File: config.mk
export PLATFORM = sky130hd
export DESIGN_NAME = if_fetch_unit
export DESIGN_NICKNAME = d
export VERILOG_FILES = /design/src/rtl/mips_pkg.sv /design/src/rtl/sync_fifo.sv /design/src/rtl/if_fetch_unit.sv
export SDC_FILE = /design/constraint.sdc
export NUM_CORES = 1
export LEC_CHECK = 0
export CAP_MARGIN = 40
export CORE_ASPECT_RATIO = 1.5
export CORE_MARGIN = 2
export CORE_UTILIZATION = 53
export DETAILED_ROUTE_END_ITERATION = 8
export PLACE_DENSITY = 0.8
export SLEW_MARGIN = 20
export SYNTH_ARGS = -nofsm -noshare
export SYNTH_HDL_FRONTEND = slang
export SYNTH_SLANG_ARGS = --single-unit
File: constraint.sdc
create_clock -name clk -period 3.8 [get_ports clk]
set_clock_uncertainty 0.05 [all_clocks]
set_input_delay 0.76 -clock clk [delete_from_list [all_inputs] [get_ports clk]]
set_output_delay 0.76 -clock clk [all_outputs]
set_load 0.02 [all_outputs]
File: src/rtl/mips_pkg.sv
// Shared widths and types for the 16-bit MIPS pipeline.
// fetch_entry_t is the {pc, inst} pair handed from fetch to the IF/ID register.
package mips_pkg;

    localparam int INST_W     = 16;
    localparam int PC_W       = 16;
    localparam int REG_ADDR_W = 3;

    localparam logic [INST_W-1:0] NOP_INST = 16'h0000;

    typedef struct packed {
        logic [PC_W-1:0]   pc;
        logic [INST_W-1:0] inst;
    } fetch_entry_t;

endpackage

File: src/rtl/sync_fifo.sv
// Small synchronous FIFO with a combinational head view and a one-cycle flush.
// Push while full and pop while empty are ignored.
module sync_fifo #(
    parameter int WIDTH = 16,
    parameter int DEPTH = 2
) (
    input  logic                         clk,
    input  logic                         rst,
    input  logic                         push,
    input  logic                         pop,
    input  logic                         flush,
    input  logic [WIDTH-1:0]             din,
    output logic [WIDTH-1:0]             head,
    output logic [$clog2(DEPTH+1)-1:0]   count
);

    localparam int AW = $clog2(DEPTH);
    localparam int CW = $clog2(DEPTH + 1);

    logic [WIDTH-1:0] mem [DEPTH];
    logic [AW-1:0]    wr_ptr_reg;
    logic [AW-1:0]    rd_ptr_reg;
    logic [CW-1:0]    count_reg;
    logic             empty;
    logic             full;
    logic             do_push;
    logic             do_pop;

    assign empty   = (count_reg == '0);
    assign full    = (count_reg == CW'(DEPTH));
    assign do_push = push && !full;
    assign do_pop  = pop && !empty;

    // Flush wins over any push or pop issued in the same cycle.
    always_ff @(posedge clk) begin
        if (rst || flush) begin
            wr_ptr_reg <= '0;
            rd_ptr_reg <= '0;
            count_reg  <= '0;
        end else begin
            if (do_push) begin
                wr_ptr_reg <= wr_ptr_reg + 1'b1;
            end
            if (do_pop) begin
                rd_ptr_reg <= rd_ptr_reg + 1'b1;
            end
            case ({do_push, do_pop})
                2'b10:   count_reg <= count_reg + 1'b1;
                2'b01:   count_reg <= count_reg - 1'b1;
                default: count_reg <= count_reg;
            endcase
        end
    end

    always_ff @(posedge clk) begin
        if (do_push && !flush) begin
            mem[wr_ptr_reg] <= din;
        end
    end

    assign head  = mem[rd_ptr_reg];
    assign count = count_reg;

endmodule

File: src/rtl/if_fetch_unit.sv
// Instruction-fetch front end: issues in-order imem requests under a credit limit,
// pairs responses with their PCs and buffers them for the IF/ID register.
module if_fetch_unit
    import mips_pkg::PC_W, mips_pkg::INST_W, mips_pkg::fetch_entry_t;
#(
    parameter int                DEPTH    = 2,
    parameter logic [PC_W-1:0]   RESET_PC = 16'h0000,
    parameter logic [INST_W-1:0] NOP_INST = mips_pkg::NOP_INST
) (
    input  logic              clk,
    input  logic              rst,
    output logic              imem_req,
    output logic [PC_W-1:0]   imem_addr,
    input  logic              imem_ready,
    input  logic              imem_rvalid,
    input  logic [INST_W-1:0] imem_rdata,
    input  logic              redirect,
    input  logic [PC_W-1:0]   redirect_pc,
    input  logic              id_stall,
    output logic              fetch_valid,
    output logic [INST_W-1:0] fetch_inst,
    output logic [PC_W-1:0]   fetch_pc
);

    localparam int CW = $clog2(DEPTH + 1);

    logic [PC_W-1:0] pc_reg;
    logic [PC_W-1:0] pc_next;
    logic [CW-1:0]   in_flight_reg;
    logic [CW-1:0]   in_flight_next;
    logic [CW-1:0]   pcq_count;
    logic [CW-1:0]   ofifo_count;
    logic [PC_W-1:0] pcq_head;
    fetch_entry_t    ofifo_head;
    fetch_entry_t    ofifo_din;
    logic [CW:0]     credits_used;
    logic            credit_ok;
    logic            accept;
    logic            resp;
    logic            stale;
    logic            resp_keep;
    logic            ofifo_pop;

    // Outstanding requests plus buffered instructions share one credit pool,
    // which is what keeps the output FIFO from ever overflowing.
    assign credits_used = {1'b0, in_flight_reg} + {1'b0, ofifo_count};
    assign credit_ok    = (credits_used < (CW+1)'(DEPTH));

    assign imem_req  = !rst && !redirect && credit_ok;
    assign imem_addr = pc_reg;
    assign accept    = imem_req && imem_ready;
    assign resp      = imem_rvalid && (in_flight_reg != '0);

    // Responses older than the last redirect have no PC left in the queue.
    assign stale     = (in_flight_reg > pcq_count);
    assign resp_keep = resp && !stale && !redirect;

    assign fetch_valid = (ofifo_count != '0);
    assign ofifo_pop   = fetch_valid && !id_stall && !redirect;

    assign ofifo_din.pc   = pcq_head;
    assign ofifo_din.inst = imem_rdata;

    always_comb begin
        in_flight_next = in_flight_reg;
        case ({accept, resp})
            2'b10:   in_flight_next = in_flight_reg + 1'b1;
            2'b01:   in_flight_next = in_flight_reg - 1'b1;
            default: in_flight_next = in_flight_reg;
        endcase
    end

    always_comb begin
        pc_next = pc_reg;
        if (redirect) begin
            pc_next = redirect_pc;
        end else if (accept) begin
            pc_next = pc_reg + 1'b1;
        end
    end

    always_ff @(posedge clk) begin
        if (rst) begin
            pc_reg        <= RESET_PC;
            in_flight_reg <= '0;
        end else begin
            pc_reg        <= pc_next;
            in_flight_reg <= in_flight_next;
        end
    end

    sync_fifo #(
        .WIDTH (PC_W),
        .DEPTH (DEPTH)
    ) pcq (
        .clk   (clk),
        .rst   (rst),
        .push  (accept),
        .pop   (resp_keep),
        .flush (redirect),
        .din   (pc_reg),
        .head  (pcq_head),
        .count (pcq_count)
    );

    sync_fifo #(
        .WIDTH ($bits(fetch_entry_t)),
        .DEPTH (DEPTH)
    ) ofifo (
        .clk   (clk),
        .rst   (rst),
        .push  (resp_keep),
        .pop   (ofifo_pop),
        .flush (redirect),
        .din   (ofifo_din),
        .head  (ofifo_head),
        .count (ofifo_count)
    );

    assign fetch_inst = fetch_valid ? ofifo_head.inst : NOP_INST;
    assign fetch_pc   = fetch_valid ? ofifo_head.pc   : '0;

    a_no_orphan_resp: assert property (@(posedge clk) disable iff (rst)
        !(imem_rvalid && (in_flight_reg == '0)));

    a_in_flight_bound: assert property (@(posedge clk) disable iff (rst)
        (in_flight_reg <= CW'(DEPTH)));

endmodule

==> metrics.txt, run 1 <==
Post-synth ARST share 0%; setup repair bufs after CTS 0; Worst setup SP type input port; CP endpoint kind output port; DRC viols 0; Setup TNS 0 ns; Hold Path Depth 2; root buffer cell clkbuf_16; top-count cell post-synth edfxtp_1; Synth area leaders edfxtp_1, dfxtp_1, mux2i_1, nor2_1, mux2_2; Initial Util 53.71%; Synth Area in Simple Gates around 12%; post-synthesis xor/xnor area fraction just under 3%; Initial DRC Count around 170; initial antenna violation count 0; synthesized area per cell 13.68 sq um; cts repair resizes 0; post-route cell area around 6700 sq um; CTS Buf Count 17; clk slew on worst S/H paths 0.05 ns; vias per cell 5.380; Power Density 475.3 nW/um^2; Synth area leader edfxtp_1; Sink Count 124; number of global-route vias before repair between 3k and 4k; Critical Path Source redirect; final hold vios 0; row cnt 44; FMAX 312.3 MHz; combinational family with the most area after synthesis simple AND/OR/NAND/NOR gates; routed wire length roughly 9600 um; CP Data Arrival Time between 2 and 2.5 ns; power consumption about 3.2 mW; top_reg_cell synth edfxtp_1; mux cell area share after synthesis about a tenth; Synth Area in Adders 1.848%; area fraction of the dominant cell type after synthesis between 50 and 60%; post-synthesis compound-gate area fraction 3.769%; area of placed instances 6175 sq um; fin crit share a little over four fifths; max reg flops between 60 and 70; global-route wire length before repair roughly 16,000 um; largest net degree at the start of global routing 35; mapped cell area about 5100 sq um; I/O pins between 80 and 90; Post-synth EDFFs between 90 and 100; RSZ-0062 raised after global routing no; H-tree levels 4; Crit Path Category in2out; proportion of layout cells with a drive suffix above 1 approximately an eighth; reg-to-reg startpoint ofifo.count[0]; Hold Startpoint pcq.rd_ptr_reg; Yosys reg bits approximately 120; area of the multi-input gates ~1600 sq um; worst slew pin tran approximately 0.7 ns; TritonCTS clock tree done; count of different cell masters after synthesis 46; die height between 100 and 150 um; GRT Resource Usage Total 19.42%; Hold/Removal Path Class reg2reg; Routed WL per cell between 15 and 20 um; Area Overhead vs Synth 30.03%; Clock Latency Late Sink approximately 0.4 ns; Reg area approximately 3400 sq um; filler cell count between 600 and 700; met3 global-route usage a little under 5%; Die X between 80 and 90 um; WP data required 2.99 ns; dpl hpwl ~6500 um; DIE AREA 10,530 sq um; max_slew headroom between 50% and 60%; Nets 520; core area ~9600 sq um; fin. max-slew vios 0; Post-Syn Instances about 380; GR Util met1 a little over a fifth; leakage power 2.198 nW; met2 usage between 30% and 40%; CTS max path bufs 2; Worst Path Max Fanout 11; Max Cap Viol 0; CTS Hold Bufs 0; largest register by flop count ofifo.mem; Seq/Total Area, Yosys 66.93%; total global routing overflow 0; final hold slack 0.4453 ns; Final Setup Violations 0; synth warn 0; Post-synth top cells edfxtp_1, nor2_1, mux2i_1, dfxtp_1, mux2_2; routability cong. approximately 0.83; ant diodes 0; Tmin final approximately 3.2 ns; FF-to-FF path depth 7; vias ~3.2k; outcome complete, no violations; placed cells 571; GRT Max-Usage Layer met2; Post-Syn Nets between 400 and 500; DRT Pass-1 Iters 4; fin cells 603; Max VDD drop just under 400 uV; ANT nets after route 0; number of port buffers 87
## metal layers
| layer | vias up | share of wire [%] |
|---|---|---|
| met2 | 94 | 55 |
| li1 | 1590 | - |
| met1 | 1541 | 39 |
| met5 | - | 0 |
| met4 | 0 | 2.3 |
| met3 | 19 | 4.2 |
## worst max-delay path, cell delays in order
cell,delay [ns]
clkdlybuf4s50_1,0.42
or2_2,0.41
nor3_1,0.17
clkdlybuf4s50_1,0.63
## final timing paths
| path | to | slack, ns |
|---|---|---|
| max reg2reg | pcq.count[1] | 1.02 |
| min reg2reg | pcq.rd_ptr_reg | 0.45 |
| min | pcq.rd_ptr_reg | 0.45 |
| max | imem_req | 0.60 |
## area by class of cell
| cell class | instances | area share, % |
|---|---|---|
| Clock buffer | 28 | 7.425 |
| Clock inverter | 4 | 0.2805 |
| Inverter | 8 | 0.4488 |
| Multi-Input combinational cell | 228 | 24.18 |
| Sequential cell | 124 | 51.49 |
| Tap cell | 115 | 2.151 |
| Timing Repair Buffer | 96 | 14.03 |
## cells by family (layout without fill, tap and decap cells)
group,after synthesis,count (layout)
and+or+nand+nor,124,124
adders and majority gates,7,7
buffers and inverters,24,136
xor gates and xnor gates,17,17
muxes,50,50
AOI/OAI and AO/OA,30,30
DFF,124,124
## placed cells by master (no fill, tap or decap), drive strengths merged, types with 3 or more instances in the layout
cell,n
buf,9
inv,8
nand3,6
ha,6
or2,4
and2,3
mux2,17
or3,4
nor3,10
o21ai,9
a21oi,5
clkdlybuf4s50,87
dfxtp,28
clkinv,4
a31oi,3
nor2,57
xnor2,11
mux2i,33
nand2,16
nor4,5
xor2,6
clkbuf,28
a211oi,5
nor2b,4
edfxtp,96
nand4,6
## per-stage QoR
step	setup WS (ns)	utilization [%]
finish	0.5982	69.84
global route	0.5177	69.84
CTS	0.5883	69.84
detailed placement	0.6053	64.46
global placement	0.6033	64.46
floorplan	0.7714	-
## power breakdown
group,switching (mW),leakage (nW),internal (mW)
Combinational,0.129,0.841,0.122
Clock,0.498,0.254,0.878
Sequential,0.0392,1.10,1.51
Note: power is estimated with default switching activity, not from simulation.
==> run 2, diff against run 1 <==
==> constraint.sdc (replaced) <==
create_clock -name clk -period 3.03 [get_ports clk]
set_clock_uncertainty 0.05 [all_clocks]
set_input_delay 0.606 -clock clk [delete_from_list [all_inputs] [get_ports clk]]
set_output_delay 0.606 -clock clk [all_outputs]
set_load 0.02 [all_outputs]
==> metrics.txt, run 2 (synthesis results as in run 1) <==
Worst Path Max Fanout 13 (+2); Routed WL per cell 15.30 um (-3.5%); root buffer cell clkbuf_16; Logic pwr share 7.9% (about the same); setup repair bufs after CTS 0 (unchanged); Clock Latency Late Sink 0.40 ns (about the same); vias per cell 5.333 (-0.87%); Max VDD drop 566.8 uV (+48%); DIE AREA 10,530 sq um (unchanged); vias 3,237 (-0.22%); proportion of layout cells with a drive suffix above 1 14.63% (+1.5 points); Hold Startpoint pcq.rd_ptr_reg; CP max stage delay 0.63 ns (about the same); routability cong. 0.9025 (+9.1%); largest net degree at the start of global routing 35 (unchanged); Slowest cell on crit path clkdlybuf4s50_1; dpl hpwl 6175 um (-4.7%); routed wire length 9285 um (-2.8%); Tmin final roughly 2.8 ns; most common cell after layout, fill and taps aside edfxtp_1; sw frac 20.79% (-0.19 points); cts repair resizes 1 (+1); ANT nets after route 0 (unchanged); total global routing overflow 0 (unchanged); Hold/Removal Path Class reg2reg; global-route wire length before repair 15,470 um (-3.0%); leakage power 2.248 nW (+2.2%); core area 9579 sq um (unchanged); CTS max path bufs 2 (unchanged); outcome complete, no violations; I/O pins 88 (unchanged); number of port buffers 87 (unchanged); WP data required 2.37 ns (-0.62 ns); row cnt 44 (unchanged); reg-to-reg startpoint ofifo.count[0]; GRT Resource Usage Total 18.76% (-0.66 points); H-tree levels 4 (unchanged); clk slew on worst S/H paths 0.05 ns (about the same); RSZ-0062 raised after global routing no; max_slew headroom 54.64% (+0.78 points); Reg area 3445 sq um (unchanged); DRT Pass-1 Iters 5 (+1); fin. max-slew vios 0 (unchanged); Final Setup Violations 0 (unchanged); sequential power share 47.7% (-1.1 points); largest register by flop count ofifo.mem; CTS Buf Count 17 (unchanged); Setup TNS 0 ns (unchanged); fin crit share around nine tenths; Crit Path Category reg2out; Nets 524 (+0.77%); final hold vios 0 (unchanged); Internal 3.229 mW (+28%); filler cell count 655 (-2.1%); worst slew pin tran 0.6795 ns (-0.01167 ns); initial antenna violation count 0 (unchanged); CP Data Arrival Time 2.12 ns (-0.27 ns); Clk pwr share 44.3% (+1.0 points); most frequent cells in the layout edfxtp_1, clkdlybuf4s50_1, nor2_1, mux2i_1, dfxtp_1; Max Cap Viol 0 (unchanged); area of the multi-input gates 1618 sq um (unchanged); Initial Util 53.71% (unchanged); Psw 847.4 uW (+27%); ant diodes 0 (unchanged); FMAX roughly 360 MHz; DRC viols 0 (unchanged); Area Overhead vs Synth 31.66%; die height 124.7 um (unchanged); Initial DRC Count 171 (+2.4%); CP endpoint kind output port; Final Util 70.72% (+0.88 points); Sink Count 124 (unchanged); Die X 84.45 um (unchanged); max reg flops 64 (unchanged); number of global-route vias before repair 3,242 (-5.3%); TritonCTS clock tree done; critical-path cell list buf_4, mux2i_1, nor2_1, clkdlybuf4s50_1; Worst setup SP type register; CTS Hold Bufs 0 (unchanged); Power Density 601.8 nW/um^2 (+27%)
-- run 2: final timing paths --
path	to	slack, ns	cells past startpoint
hold reg to reg	pcq.rd_ptr_reg	0.45	2
setup reg to reg	pcq.count[1]	0.42	7
setup / recovery	fetch_pc[1]	0.26	4
hold / removal	pcq.rd_ptr_reg	0.45	2
-- run 2: critical path: cells and delay by family, from the launching register on --
family	cells	cell delay, ns
muxes	1	0.11
and+or+nand+nor	1	0.14
DFF	1	0.55
buffers and inverters	2	0.91
-- run 2: cell type report --
class	instances	share of cell area (%)
well taps	115	2.124
multi-input cells	228	23.88
flip-flops and latches	124	50.85
repair buffers	100	14.65
inverters	8	0.4433
clock buffers	22	7.000
clock inverters	10	1.053
-- run 2: metal layers --
metal	part of all wire [%]	track usage, %
met3	4.4	5.633
met2	54	31.56
met5	0	0
met4	0.96	7.563
met1	41	22.43
-- run 2: metrics by stage --
step | instance area, sq um | std cells | hold slack (ns) | setup WS [ns] | power [mW]
after floorplan | 5145 | 376 | 0.4014 | 0.001356 | 2.142
after global placement | 6230 | 575 | 0.4202 | 0.2599 | 2.288
after detailed placement | 6230 | 575 | 0.4523 | 0.2624 | 2.301
after CTS | 6774 | 607 | 0.4616 | 0.2243 | 4.109
after global routing | 6774 | 607 | 0.4893 | 0.1262 | 4.216
final | 6774 | 607 | 0.4532 | 0.2561 | 4.077
-- run 2: power groups by stage --
stage | logic, mW | clock network [mW] | registers (mW)
5_1_grt | 0.354 | 1.91 | 1.95
3_5_place_dp | 0.325 | 0 | 1.98
3_3_place_gp | 0.315 | 0 | 1.97
4_1_cts | 0.327 | 1.84 | 1.94
6_report | 0.324 | 1.81 | 1.95
2_1_floorplan | 0.159 | 0 | 1.98
==> run 3, diff against run 2 <==
--- a/config.mk
+++ b/config.mk
@@ -5,11 +5,12 @@
 export SDC_FILE = /design/constraint.sdc
 export NUM_CORES = 1
 export LEC_CHECK = 0
+export ABC_CLOCK_PERIOD_IN_PS = 3030
 export CAP_MARGIN = 40
 export CORE_ASPECT_RATIO = 1.5
-export CORE_MARGIN = 2
 export CORE_UTILIZATION = 53
 export DETAILED_ROUTE_END_ITERATION = 8
+export GPL_ROUTABILITY_DRIVEN = 0
 export PLACE_DENSITY = 0.8
 export SLEW_MARGIN = 20
 export SYNTH_ARGS = -nofsm -noshare
==> metrics.txt, run 3 (synthesis results as in run 1) <==
outcome complete, no violations; most common cell after layout, fill and taps aside edfxtp_1; Hold Startpoint pcq.rd_ptr_reg; Routed WL per cell 16.25 um (+6.3%); core area 9361 sq um (-2.3%); Power Density 599.8 nW/um^2 (-0.32%); fin. max-slew vios 0 (unchanged); fin crit share 86.48% (-5.1 points); Tmin final 2.620 ns (-0.1535 ns); Clock Latency Late Sink 0.40 ns (about the same); CP Data Arrival Time 2.90 ns (+0.78 ns); Area Overhead vs Synth 31.52%; Final Setup Violations 0 (unchanged); global-route wire length before repair 15,530 um (+0.36%); critical-path cell list and2_1, fa_1, nor3b_2, o211ai_1, ha_1, or3_1, a21oi_1; max reg flops 64 (unchanged); most frequent cells in the layout edfxtp_1, clkdlybuf4s50_1, nor2_1, mux2i_1, dfxtp_1; Crit path max-delay family adder cells; vias 3,315 (+2.4%); largest net degree at the start of global routing 35 (unchanged); row cnt 43 (-2.3%); H-tree levels 4 (unchanged); ANT nets after route 0 (unchanged); WP buf/inv 0 (-2); Place WS 0.2703 ns (+0.007870 ns); WP data required 3.31 ns (+0.94 ns); final worst slack 0.4096 ns (+0.1535 ns); worst slew pin tran 0.6909 ns (+0.01143 ns); setup repair bufs after CTS 0 (unchanged); Max Cap Viol 0 (unchanged); Nets 523 (-0.19%); initial antenna violation count 0 (unchanged); max_slew headroom 53.87% (-0.76 points); area of placed instances 6231 sq um (about the same); vias per cell 5.498 (+3.1%); Die X 82.45 um (-2.4%); TritonCTS clock tree done; GRT Resource Usage Total 21.12% (+2.4 points); DIE AREA 10,110 sq um (-3.9%); routed wire length 9801 um (+5.6%); leakage power 2.241 nW (-0.30%); DRC viols 0 (unchanged); Worst Path Max Fanout 5 (-8); r2r endpoint pcq.count[1]; reg-to-reg startpoint ofifo.count[0]; CTS max path bufs 2 (unchanged); I/O pins 88 (unchanged); Initial Util 54.96% (+1.2 points); total global routing overflow 0 (unchanged); hold-critical path endpoint pcq.rd_ptr_reg; ant diodes 0 (unchanged); CP max stage delay 0.49 ns (-0.14 ns); register-to-register setup slack 0.41 ns (about the same); FMAX 381.6 MHz (+5.9%); DRT Pass-1 Iters 4 (-1); proportion of layout cells with a drive suffix above 1 13.65% (-0.99 points); number of global-route vias before repair 3,313 (+2.2%); Max VDD drop 478.1 uV (-16%); dpl hpwl 6310 um (+2.2%); Slowest cell on crit path fa_1; root buffer cell clkbuf_16; CP endpoint kind register; Worst setup SP type register; Sink Count 124 (unchanged); Hold/Removal Path Class reg2reg; number of port buffers 87 (unchanged); Hold Path Depth 2 (unchanged); post-route cell area 6766 sq um (-0.11%); FF-to-FF path depth 7 (unchanged); Initial DRC Count 206 (+20%); largest register by flop count ofifo.mem; CTS Buf Count 17 (unchanged); RSZ-0062 raised after global routing no; final hold vios 0 (unchanged); die height 122.7 um (-1.6%); power consumption 4.059 mW (-0.43%); Crit Path Category reg2reg; final hold slack 0.4355 ns (-0.01775 ns); Setup TNS 0 ns (unchanged); clk slew on worst S/H paths 0.05 ns (about the same)
[run 3: changes by cell type in the layout (fill, tap and decap cells not counted), sizes merged]
| cell | change |
|---|---|
| clkbuf | +7 |
| clkinv | -6 |
| buf | -1 |
| dlygate4sd2 | -1 |
| dlymetal6s2s | +1 |
| bufinv | -1 |
[run 3: layer usage]
layer  track usage [%]  wire length [um]
met5                 0                 0
met3             5.576               528
met4             9.320               166
met2             37.50              5303
met1             23.00              3802
[run 3: layout make-up]
| class | instances | area, sq um |
|---|---|---|
| clock buffer | 29 | 520.5 |
| clock inverter | 3 | 12.51 |
| fill | 624 | 2595 |
| inverter | 8 | 30.03 |
| multi-input combinational | 228 | 1618 |
| sequential | 124 | 3445 |
| tap | 112 | 140.1 |
| timing repair buffer | 99 | 1001 |
[run 3: worst max path at each step]
stage,startpoint,to,slack [ns],depth (start not counted)
final,ofifo.count[0],pcq.count[1],0.41,7
after global routing,ofifo.count[0],pcq.count[1],0.25,7
after CTS,ofifo.count[0],imem_req,0.002,4
after detailed placement,redirect,imem_req,0.27,4
after global placement,redirect,imem_req,0.27,4
after floorplan,pcq.count[1],ofifo.mem[0][0],0.001,6
[run 3: worst reg2reg max path, stage by stage, from the launching register on]
cell and delay (ns):
dfxtp_1 0.42, and2_1 0.17, fa_1 0.49, nor3b_2 0.30
o211ai_1 0.23, ha_1 0.38, or3_1 0.37, a21oi_1 0.14
[run 3: metrics by stage]
stage          util [%]  std cells
2_1_floorplan         -        376
3_3_place_gp      66.56        571
3_5_place_dp      66.56        571
4_1_cts           72.25        603
5_1_grt           72.28        603
6_report          72.28        603
[run 3: what timing repair did]
action                     CTS  global route
hold buffers                 0             0
gates resized for setup      0             1
setup endpoints to repair    0             1
[run 3: power breakdown]
group / leakage (nW) / internal [mW] / switching [mW]
registers: 1.10 / 1.90 / 0.0495
clock network: 0.261 / 1.15 / 0.638
logic: 0.876 / 0.162 / 0.166
